`config.mk`:
```
export PLATFORM = sky130hd
export DESIGN_NAME = multi_debouncer
export DESIGN_NICKNAME = d
export VERILOG_FILES = /design/src/rtl/debounce_pkg.sv /design/src/rtl/debounce_channel.sv /design/src/rtl/multi_debouncer.sv
export SDC_FILE = /design/constraint.sdc
export NUM_CORES = 1
export LEC_CHECK = 0
export ABC_CLOCK_PERIOD_IN_PS = 2100
export BUFFER_PORTS_ARGS = -buffer_cell sky130_fd_sc_hd__buf_2
export CORE_MARGIN = 5
export CORE_UTILIZATION = 50
export DETAILED_ROUTE_END_ITERATION = 7
export HOLD_SLACK_MARGIN = 0.12
export PLACE_DENSITY = 0.72
export SYNTH_ARGS = -nofsm -noshare
export SYNTH_HDL_FRONTEND = slang
export SYNTH_SLANG_ARGS = --single-unit
```
`constraint.sdc`:
```
create_clock -name clk -period 2.1 [get_ports clk]
set_input_delay 0.21 -clock clk [delete_from_list [all_inputs] [get_ports clk]]
set_output_delay 0.21 -clock clk [all_outputs]
set_load 0.02 [all_outputs]
```
`src/rtl/debounce_pkg.sv`:
```
// Shared constants and types for the pushbutton debouncer family.
package debounce_pkg;

  localparam int CLK_HZ = 100000000;

  function automatic int ms_to_cycles(input int ms);
    return (CLK_HZ / 1000) * ms;
  endfunction

  localparam int DEF_STABLE_CYCLES = ms_to_cycles(5);
  localparam int DEF_HOLD_CYCLES   = ms_to_cycles(500);
  localparam int DEF_REPEAT_CYCLES = ms_to_cycles(100);

  typedef enum logic [1:0] {
    IDLE = 2'd0,
    HOLD = 2'd1,
    RPT  = 2'd2
  } rpt_state_e;

endpackage

```
`src/rtl/debounce_channel.sv`:
```
// One debounced input: synchroniser, stable counter, edge strobes and hold-to-repeat.
module debounce_channel
  import debounce_pkg::*;
#(
  parameter int SYNC_STAGES   = 2,
  parameter int CNT_W         = 20,
  parameter int STABLE_CYCLES = DEF_STABLE_CYCLES,
  parameter int REPEAT_EN     = 1,
  parameter int REP_W         = 27,
  parameter int HOLD_CYCLES   = DEF_HOLD_CYCLES,
  parameter int REPEAT_CYCLES = DEF_REPEAT_CYCLES
) (
  input  logic clk,
  input  logic rst_n,
  input  logic btn,
  output logic button_state,
  output logic press_pulse,
  output logic release_pulse,
  output logic repeat_pulse
);

  localparam logic [CNT_W-1:0] STABLE_LAST = CNT_W'(STABLE_CYCLES - 1);

  logic [SYNC_STAGES-1:0] sync_sr;
  logic                   sync;
  logic [CNT_W-1:0]       cnt;
  logic                   accept;
  logic                   rise;
  logic                   fall;

  assign sync   = sync_sr[SYNC_STAGES-1];
  assign accept = (sync != button_state) && (cnt == STABLE_LAST);
  assign rise   = accept && sync;
  assign fall   = accept && !sync;

  always_ff @(posedge clk) begin
    if (!rst_n) begin
      sync_sr       <= '0;
      cnt           <= '0;
      button_state  <= 1'b0;
      press_pulse   <= 1'b0;
      release_pulse <= 1'b0;
    end else begin
      sync_sr <= {sync_sr[SYNC_STAGES-2:0], btn};
      // Compare-then-clear keeps the counter from ever wrapping.
      if (sync == button_state) begin
        cnt <= '0;
      end else if (cnt == STABLE_LAST) begin
        button_state <= sync;
        cnt          <= '0;
      end else begin
        cnt <= cnt + 1'b1;
      end
      press_pulse   <= rise;
      release_pulse <= fall;
    end
  end

  if (REPEAT_EN != 0) begin : g_repeat
    localparam logic [REP_W-1:0] HOLD_LAST = REP_W'(HOLD_CYCLES - 1);
    localparam logic [REP_W-1:0] RPT_LAST  = REP_W'(REPEAT_CYCLES - 1);

    rpt_state_e       state, state_nx;
    logic [REP_W-1:0] rcnt, rcnt_nx;
    logic             rep_nx;

    always_ff @(posedge clk) begin
      if (!rst_n) begin
        state        <= IDLE;
        rcnt         <= '0;
        repeat_pulse <= 1'b0;
      end else begin
        state        <= state_nx;
        rcnt         <= rcnt_nx;
        repeat_pulse <= rep_nx;
      end
    end

    // Release takes priority so a repeat never lands on the release strobe.
    always_comb begin
      state_nx = state;
      rcnt_nx  = rcnt;
      rep_nx   = 1'b0;
      case (state)
        IDLE: begin
          if (rise) begin
            state_nx = HOLD;
            rcnt_nx  = '0;
          end
        end
        HOLD: begin
          if (fall) begin
            state_nx = IDLE;
            rcnt_nx  = '0;
          end else if (rcnt == HOLD_LAST) begin
            rep_nx   = 1'b1;
            state_nx = RPT;
            rcnt_nx  = '0;
          end else begin
            rcnt_nx = rcnt + 1'b1;
          end
        end
        RPT: begin
          if (fall) begin
            state_nx = IDLE;
            rcnt_nx  = '0;
          end else if (rcnt == RPT_LAST) begin
            rep_nx  = 1'b1;
            rcnt_nx = '0;
          end else begin
            rcnt_nx = rcnt + 1'b1;
          end
        end
        default: begin
          state_nx = IDLE;
          rcnt_nx  = '0;
        end
      endcase
    end
  end else begin : g_no_repeat
    assign repeat_pulse = 1'b0;
  end

endmodule

```
`src/rtl/multi_debouncer.sv`:
```
// N independent debounced channels feeding the control FSM with clean single-cycle events.
module multi_debouncer
  import debounce_pkg::*;
#(
  parameter int NUM_CH        = 4,
  parameter int SYNC_STAGES   = 2,
  parameter int CNT_W         = 20,
  parameter int STABLE_CYCLES = 500000,
  parameter int REPEAT_EN     = 1,
  parameter int REP_W         = 27,
  parameter int HOLD_CYCLES   = 50000000,
  parameter int REPEAT_CYCLES = 10000000
) (
  input  logic              clk,
  input  logic              rst_n,
  input  logic [NUM_CH-1:0] btn_in,
  output logic [NUM_CH-1:0] button_state,
  output logic [NUM_CH-1:0] press_pulse,
  output logic [NUM_CH-1:0] release_pulse,
  output logic [NUM_CH-1:0] repeat_pulse
);

  for (genvar i = 0; i < NUM_CH; i++) begin : g_ch
    debounce_channel #(
      .SYNC_STAGES  (SYNC_STAGES),
      .CNT_W        (CNT_W),
      .STABLE_CYCLES(STABLE_CYCLES),
      .REPEAT_EN    (REPEAT_EN),
      .REP_W        (REP_W),
      .HOLD_CYCLES  (HOLD_CYCLES),
      .REPEAT_CYCLES(REPEAT_CYCLES)
    ) u_ch (
      .clk          (clk),
      .rst_n        (rst_n),
      .btn          (btn_in[i]),
      .button_state (button_state[i]),
      .press_pulse  (press_pulse[i]),
      .release_pulse(release_pulse[i]),
      .repeat_pulse (repeat_pulse[i])
    );
  end

endmodule

```
After elaboration in Yosys (flattened, before gate mapping). Cells that the tools add are included. W data, S select, Z words.

Flip-flop bits (word level): 220. Logic and storage cells: 181.

$add $sub $neg: 8. Reduce and logical (&&, ||, !) cells: 32. Muxes and demuxes: 64. Equality and inequality tests: 40. Bitwise gates (word level): 5.

Operators by type and width (count): $mux W27 (20); $pmux W27 S3 (4); $add A27 B1 Y27 const B (4); $eq A27 B24 Y1 const B (4); $eq A27 B26 Y1 const B (4); $add A20 B1 Y20 const B (4); $eq A20 B19 Y1 const B (4); $mux W2 (16); $pmux W2 S3 (4); $mux W1 (16); $ne A2 B1 Y1 const B (8); $logic_and A1 B1 Y1 (12); $ne A3 B1 Y1 const B (4); $reduce_and A3 Y1 (4); $reduce_or A3 Y1 (4); $eq A2 B1 Y1 const B (4); $eq A2 B2 Y1 const B (4); $logic_not A2 Y1 (4); $pmux W1 S2 (4); $reduce_and A2 Y1 (4); $not A1 Y1 (5); $eq A1 B1 Y1 (4); $logic_not A1 Y1 (4); $ne A1 B1 Y1 (4).

Logic depth before layout (Yosys ltp).
Word-level depth: 5. Depth in mapped cells: 10.

By module. From an unflattened synthesis, not the netlist that was laid out.

Cells, all modules: 1299. Area total of the unflattened synthesis: 11098.1 um2.

By module, submodules not included: debounce_channel (g_ch[0].u_ch ...) (sequential area each 1101.1 um2, times used 3, cells an instance 307, area an instance 2705.1 um2); debounce_channel (g_ch[3].u_ch) (sequential area each 1101.1 um2, times used 1, cells an instance 378, area an instance 2982.9 um2).

Least setup slack after synthesis. No wires, ideal clock.

Path type: reg-to-reg. Start point: register g_ch[2].u_ch.g_repeat.rcnt[0]. End point: register g_ch[2].u_ch.g_repeat.rcnt[13]. Setup slack: -111 ps. Data required time: 1968 ps. Data arrival time: 2079 ps. Stages on the path, launching flop included: 9. Clock period less this slack: 2211 ps. Path through: dfxtp_1 ha_1 nand3_1 or4_4 o31ai_4 a21oi_4 buf_6 a22oi_2 a21oi_1.

Longest elaborated chain between the ends: 4. Elaborated cells on any way between the ends: 8.

Ends and longest elaborated chain: start: declaration (RTL line debounce_channel.sv:64) `logic [REP_W-1:0] rcnt, rcnt_nx;`; start signal: assignment (RTL line debounce_channel.sv:74) `rcnt <= rcnt_nx;`; $add A27 B1 Y27 (tied with other cells) (RTL line debounce_channel.sv:100, debounce_channel.sv:111); $mux W27 (on tied branches) (RTL line debounce_channel.sv:107, debounce_channel.sv:95); $mux W27 (on tied branches) (RTL line debounce_channel.sv:104, debounce_channel.sv:92); $pmux W27 S3 * (RTL line debounce_channel.sv:84) `case (state)`.

Every way passes the cells marked *; elsewhere a longest branch is shown, timed or not. A chain may end at the register's enable or synchronous reset.

Worst setup path after layout.
Start point: register g_ch[2].u_ch.g_repeat.rcnt[18]. End point: register g_ch[2].u_ch.g_repeat.rcnt[11].

Longest elaborated chain between the ends: 4. Elaborated cells on any way between the ends: 7.

Ends and longest elaborated chain (RTL line): $eq A27 B24 Y1 or $eq A27 B26 Y1 (tied branches) (debounce_channel.sv:107, debounce_channel.sv:95); $mux W27 (on tied branches) (debounce_channel.sv:107, debounce_channel.sv:95); $mux W27 (on tied branches) (debounce_channel.sv:104, debounce_channel.sv:92); $pmux W27 S3 * (debounce_channel.sv:84).

Marks and branches as above.

==> summary.txt <==
Power
  • Internal cell power: slightly above 7 mW
  • Part of the total power dissipated in sequential elements: roughly 47%
  • Power share of the clock group: around half
  • Switching power of the nets: 1.90 mW
  • Worst ir drop on vdd: 0.000663 V
  • Sw frac: about a fifth
  • Static leakage: 4.88 nW
  • Power per cell area: around 630 nW/um^2
  • Combinational share of power: 4.0%

Setup path
  • Category of the worst setup path launch point: flip-flop
  • Category of the most critical setup path: reg -> reg
  • Data arrival time of the worst path: around 2600 ps
  • Critical path data required time: approximately 2500 ps
  • Depth of the worst register-to-register path: 7
  • Endpoint class of the critical path: flip-flop
  • Peak fanout along the critical path: 7

Synth
  • Proportion of synthesized flip-flops having asynchronous set or reset: 0%
  • Count leader, synth: sky130_fd_sc_hd__dfxtp_1
  • Area fraction of the dominant cell type after synthesis: 40.3%
  • #FFs+latches synth: 220
  • Syn_area_per_cell: around 8.3 um^2
  • Most used DFF post-synth: sky130_fd_sc_hd__dfxtp_1
  • Number of standard cells after synthesis: 1310
  • Number of warnings reported in the yosys synthesis log: 0
  • Leading post-synthesis cells by cell area: sky130_fd_sc_hd__dfxtp_1 (40%), sky130_fd_sc_hd__nor2_1 (6.9%), sky130_fd_sc_hd__xnor2_1 (6.4%), sky130_fd_sc_hd__nand2_1 (4.4%), sky130_fd_sc_hd__xor2_1 (4.2%)
  • Yosys cell types: between 70 and 80
  • Leading post-synthesis cells by instance count: sky130_fd_sc_hd__dfxtp_1 (220), sky130_fd_sc_hd__nor2_1 (202), sky130_fd_sc_hd__nand2_1 (129)
  • Biggest area consumer among synthesized cells: sky130_fd_sc_hd__dfxtp_1
  • Syn_nets: about 1300
  • Seq/Total Area, Yosys: 40.3%
  • Synthesized area: 10900 um^2
  • Number of enable-type register cells in the synthesized netlist: 0

Global route
  • Overflow after GRT: 0
  • Number of antenna violations at the first check in global routing: 0
  • Vias in the first global route: a little over 9000
  • First-pass GRT wire length: 42200 um
  • Global-route usage over all layers: between 15 and 20%
  • Pin count of the biggest net entering global routing: 38

Clocking
  • Latest clock arrival within the worst-skew pair: between 500 and 600 ps
  • Clock tree from TritonCTS: yes
  • Number of buffers added by the clock tree synthesis step: 24
  • Clk slew on worst S/H paths: 60 ps
  • H-tree levels: 1
  • Sinks on the clock net: 220
  • CTS Root Buffer Type: sky130_fd_sc_hd__clkbuf_16
  • Longest Clk Path Bufs: 3

Min path
  • Hold WC Path Type: in -> reg
  • Hold-critical path depth: 3

Timing
  • Final count of negative-setup-slack endpoints: 56
  • Final Slew Violations: 0
  • Final period util: 106%
  • Least setup slack across all paths after layout: -132 ps
  • Setup Skew: between 8 and 9 ps
  • Max Clk Rate: about 0.45 GHz
  • Final Hold Vio Count: 0
  • Transition time of the tightest slew-check pin: between 700 and 800 ps
  • RSZ-0062 raised after global routing: yes
  • Min Clock Period, post-route: roughly 2200 ps
  • Normalized max-slew margin: 47.8%
  • Total negative slack for setup checks: -3920 ps

Layout
  • # fillers: about 1700
  • Multi-input gate area in the final layout: ~6800 um^2
  • Count of antenna diodes in the layout: 0
  • Area growth from synthesis to final layout: 29.9%
  • Fraction of final layout cells with drive strength greater than 1: 25.8%
  • Total Nets Final: 1510
  • FF+latch area: approximately 4400 um^2

Routing
  • Via-to-Cell Ratio: around 5.6
  • DRT Pass-1 Iters: 5
  • DRC: 0
  • Final wirelength: between 20000 and 30000 um
  • Count of vias placed by the detailed router: 9907
  • Routed Antenna Nets: 0
  • Drt initial violations: 700
  • Wire length per cell: roughly 15 um

Place
  • Number of buffers inserted by port buffering: 21
  • Routability-driven placement congestion ratio: just under 0.9
  • HPWL after DPL: around 17000 um
  • Worst setup slack before clock tree synthesis: -223 ps

Floorplan
  • Core area: roughly 22000 um^2
  • Top-level port count: 22
  • Total Die Area: 24900 um^2
  • Site Rows: 54
  • Y dimension of the die: around 160 um
  • Horizontal extent of the die: between 150 and 200 um
  • Initial Utilization: about half

Status
  • Violated checks: setup timing
  • Result of the run: finished, violations left

Run
  • Max-cap check violation count: 0
[cells in the final DEF (no fill, tap or decap), types with 6 or more instances in the layout]
master / synthesis / final
sky130_fd_sc_hd__dfxtp_1: 220 / 206
sky130_fd_sc_hd__nor2_1: 202 / 181
sky130_fd_sc_hd__buf_4: 19 / 172
sky130_fd_sc_hd__nand2_1: 129 / 126
sky130_fd_sc_hd__nand3_1: 83 / 77
sky130_fd_sc_hd__xnor2_1: 80 / 77
sky130_fd_sc_hd__nand4_1: 53 / 53
sky130_fd_sc_hd__xor2_1: 53 / 53
sky130_fd_sc_hd__nor3_1: 49 / 42
sky130_fd_sc_hd__inv_1: 33 / 33
sky130_fd_sc_hd__clkbuf_16: 0 / 30
sky130_fd_sc_hd__a31oi_1: 28 / 27
sky130_fd_sc_hd__a21oi_1: 27 / 24
sky130_fd_sc_hd__buf_2: 11 / 21
sky130_fd_sc_hd__o21ai_0: 21 / 19
sky130_fd_sc_hd__nor4_1: 34 / 18
sky130_fd_sc_hd__and4_1: 19 / 17
sky130_fd_sc_hd__nor2_4: 0 / 17
sky130_fd_sc_hd__ha_1: 20 / 17
sky130_fd_sc_hd__and2_1: 16 / 16
sky130_fd_sc_hd__and3_1: 17 / 14
sky130_fd_sc_hd__nand2b_1: 13 / 13
sky130_fd_sc_hd__dfxtp_2: 0 / 13
sky130_fd_sc_hd__nor4_2: 4 / 12
sky130_fd_sc_hd__nand3b_1: 12 / 12
sky130_fd_sc_hd__or3_1: 11 / 10
sky130_fd_sc_hd__nor2b_1: 9 / 9
sky130_fd_sc_hd__nor4b_2: 7 / 8
sky130_fd_sc_hd__nor4_4: 0 / 8
sky130_fd_sc_hd__o211ai_1: 7 / 7
sky130_fd_sc_hd__buf_6: 3 / 7
sky130_fd_sc_hd__or4_4: 3 / 6
sky130_fd_sc_hd__nand3_2: 0 / 6
[power by group through the flow]
stage	sequential [mW]	clock, mW	combinational (mW)
after floorplan	4.29	0	0.155
after global placement	4.29	0	0.245
after detailed placement	4.29	0	0.249
after CTS	4.20	4.49	0.261
after global routing	4.19	4.69	0.383
final	4.20	4.40	0.360
[cell type report]
cell class / instances / area share [%]
multi-input cells: 991 / 47.6
flip-flops and latches: 220 / 31.1
repair buffers: 213 / 12.1
clock buffers: 32 / 4.73
well taps: 280 / 2.47
clock inverters: 9 / 1.04
inverters: 34 / 0.899
[layer usage]
layer  wire length [um]  GRT usage, %  vias to the layer above
met2              12800          33.5                      179
met5                  0             0                        -
met3               1070          3.09                       53
met1              11700          25.7                     4730
met4                733          5.28                        0
li1                   -             -                     4945
[kinds of logic after synthesis]
family / count (synthesis) / synth area share [%]
XOR/XNOR: 133 / 10.7
AND/OR/NAND/NOR: 703 / 33.5
adder cells (fa/ha/maj): 20 / 2.29
buffers and inverters: 102 / 4.49
flip-flops: 220 / 40.3
AO/OA/AOI/OAI: 128 / 8.45
multiplexers: 4 / 0.378
[worst max-delay path: stages, from the launching register on]
cell	delay, ps
sky130_fd_sc_hd__dfxtp_2	320
sky130_fd_sc_hd__or4_4	540
sky130_fd_sc_hd__or3_4	420
sky130_fd_sc_hd__o31ai_4	280
sky130_fd_sc_hd__a21oi_4	180
sky130_fd_sc_hd__buf_4	180
sky130_fd_sc_hd__o211ai_1	90
sky130_fd_sc_hd__a31oi_1	100
[per-stage QoR]
stage               utilization, %  total power [mW]  hold slack [ps]  instance area [um^2]  cells
floorplan                        -              4.44              337                 10900   1310
global placement              56.9              4.53              418                 12300   1709
detailed placement            56.9              4.54              420                 12300   1709
CTS                           61.3              8.95              131                 13300   1760
global route                  65.5              9.26              157                 14200   1779
finish                        65.5              8.96              155                 14200   1779
[flip-flops by register name, indices dropped and copies added, names as in the netlist]
| signal | flops |
|---|---|
| g_ch.u_ch.cnt | 80 |
| g_ch.u_ch.release_pulse | 4 |
| g_ch.u_ch.press_pulse | 4 |
| g_ch.u_ch.button_state | 4 |
| g_ch.u_ch.repeat_pulse | 4 |
| g_ch.u_ch.sync_sr | 8 |
| g_ch.u_ch.g_repeat.rcnt | 108 |
| g_ch.u_ch.g_repeat.state | 8 |
[path summary, 6_finish.rpt]
path                                  startpoint                              to  slack (ps)
setup reg to reg  g_ch[2].u_ch.g_repeat.rcnt[18]  g_ch[2].u_ch.g_repeat.rcnt[11]        -130
setup / recovery  g_ch[2].u_ch.g_repeat.rcnt[18]  g_ch[2].u_ch.g_repeat.rcnt[11]        -130
hold reg to reg          g_ch[1].u_ch.sync_sr[0]         g_ch[1].u_ch.sync_sr[1]         440
hold / removal                             rst_n  g_ch[1].u_ch.g_repeat.state[0]         160
[what timing repair did]
action / 4_1_cts / 5_1_grt
buffers inserted: 4 / 14
gates resized for setup: 9 / 144
pin swaps: 10 / 60
hold buffers: 4 / 0
setup endpoints to repair: 72 / 112
cloned: 2 / 7
endpoints found under the hold margin: 4 / 0
No activity file was read; power rests on OpenSTA's default activity.
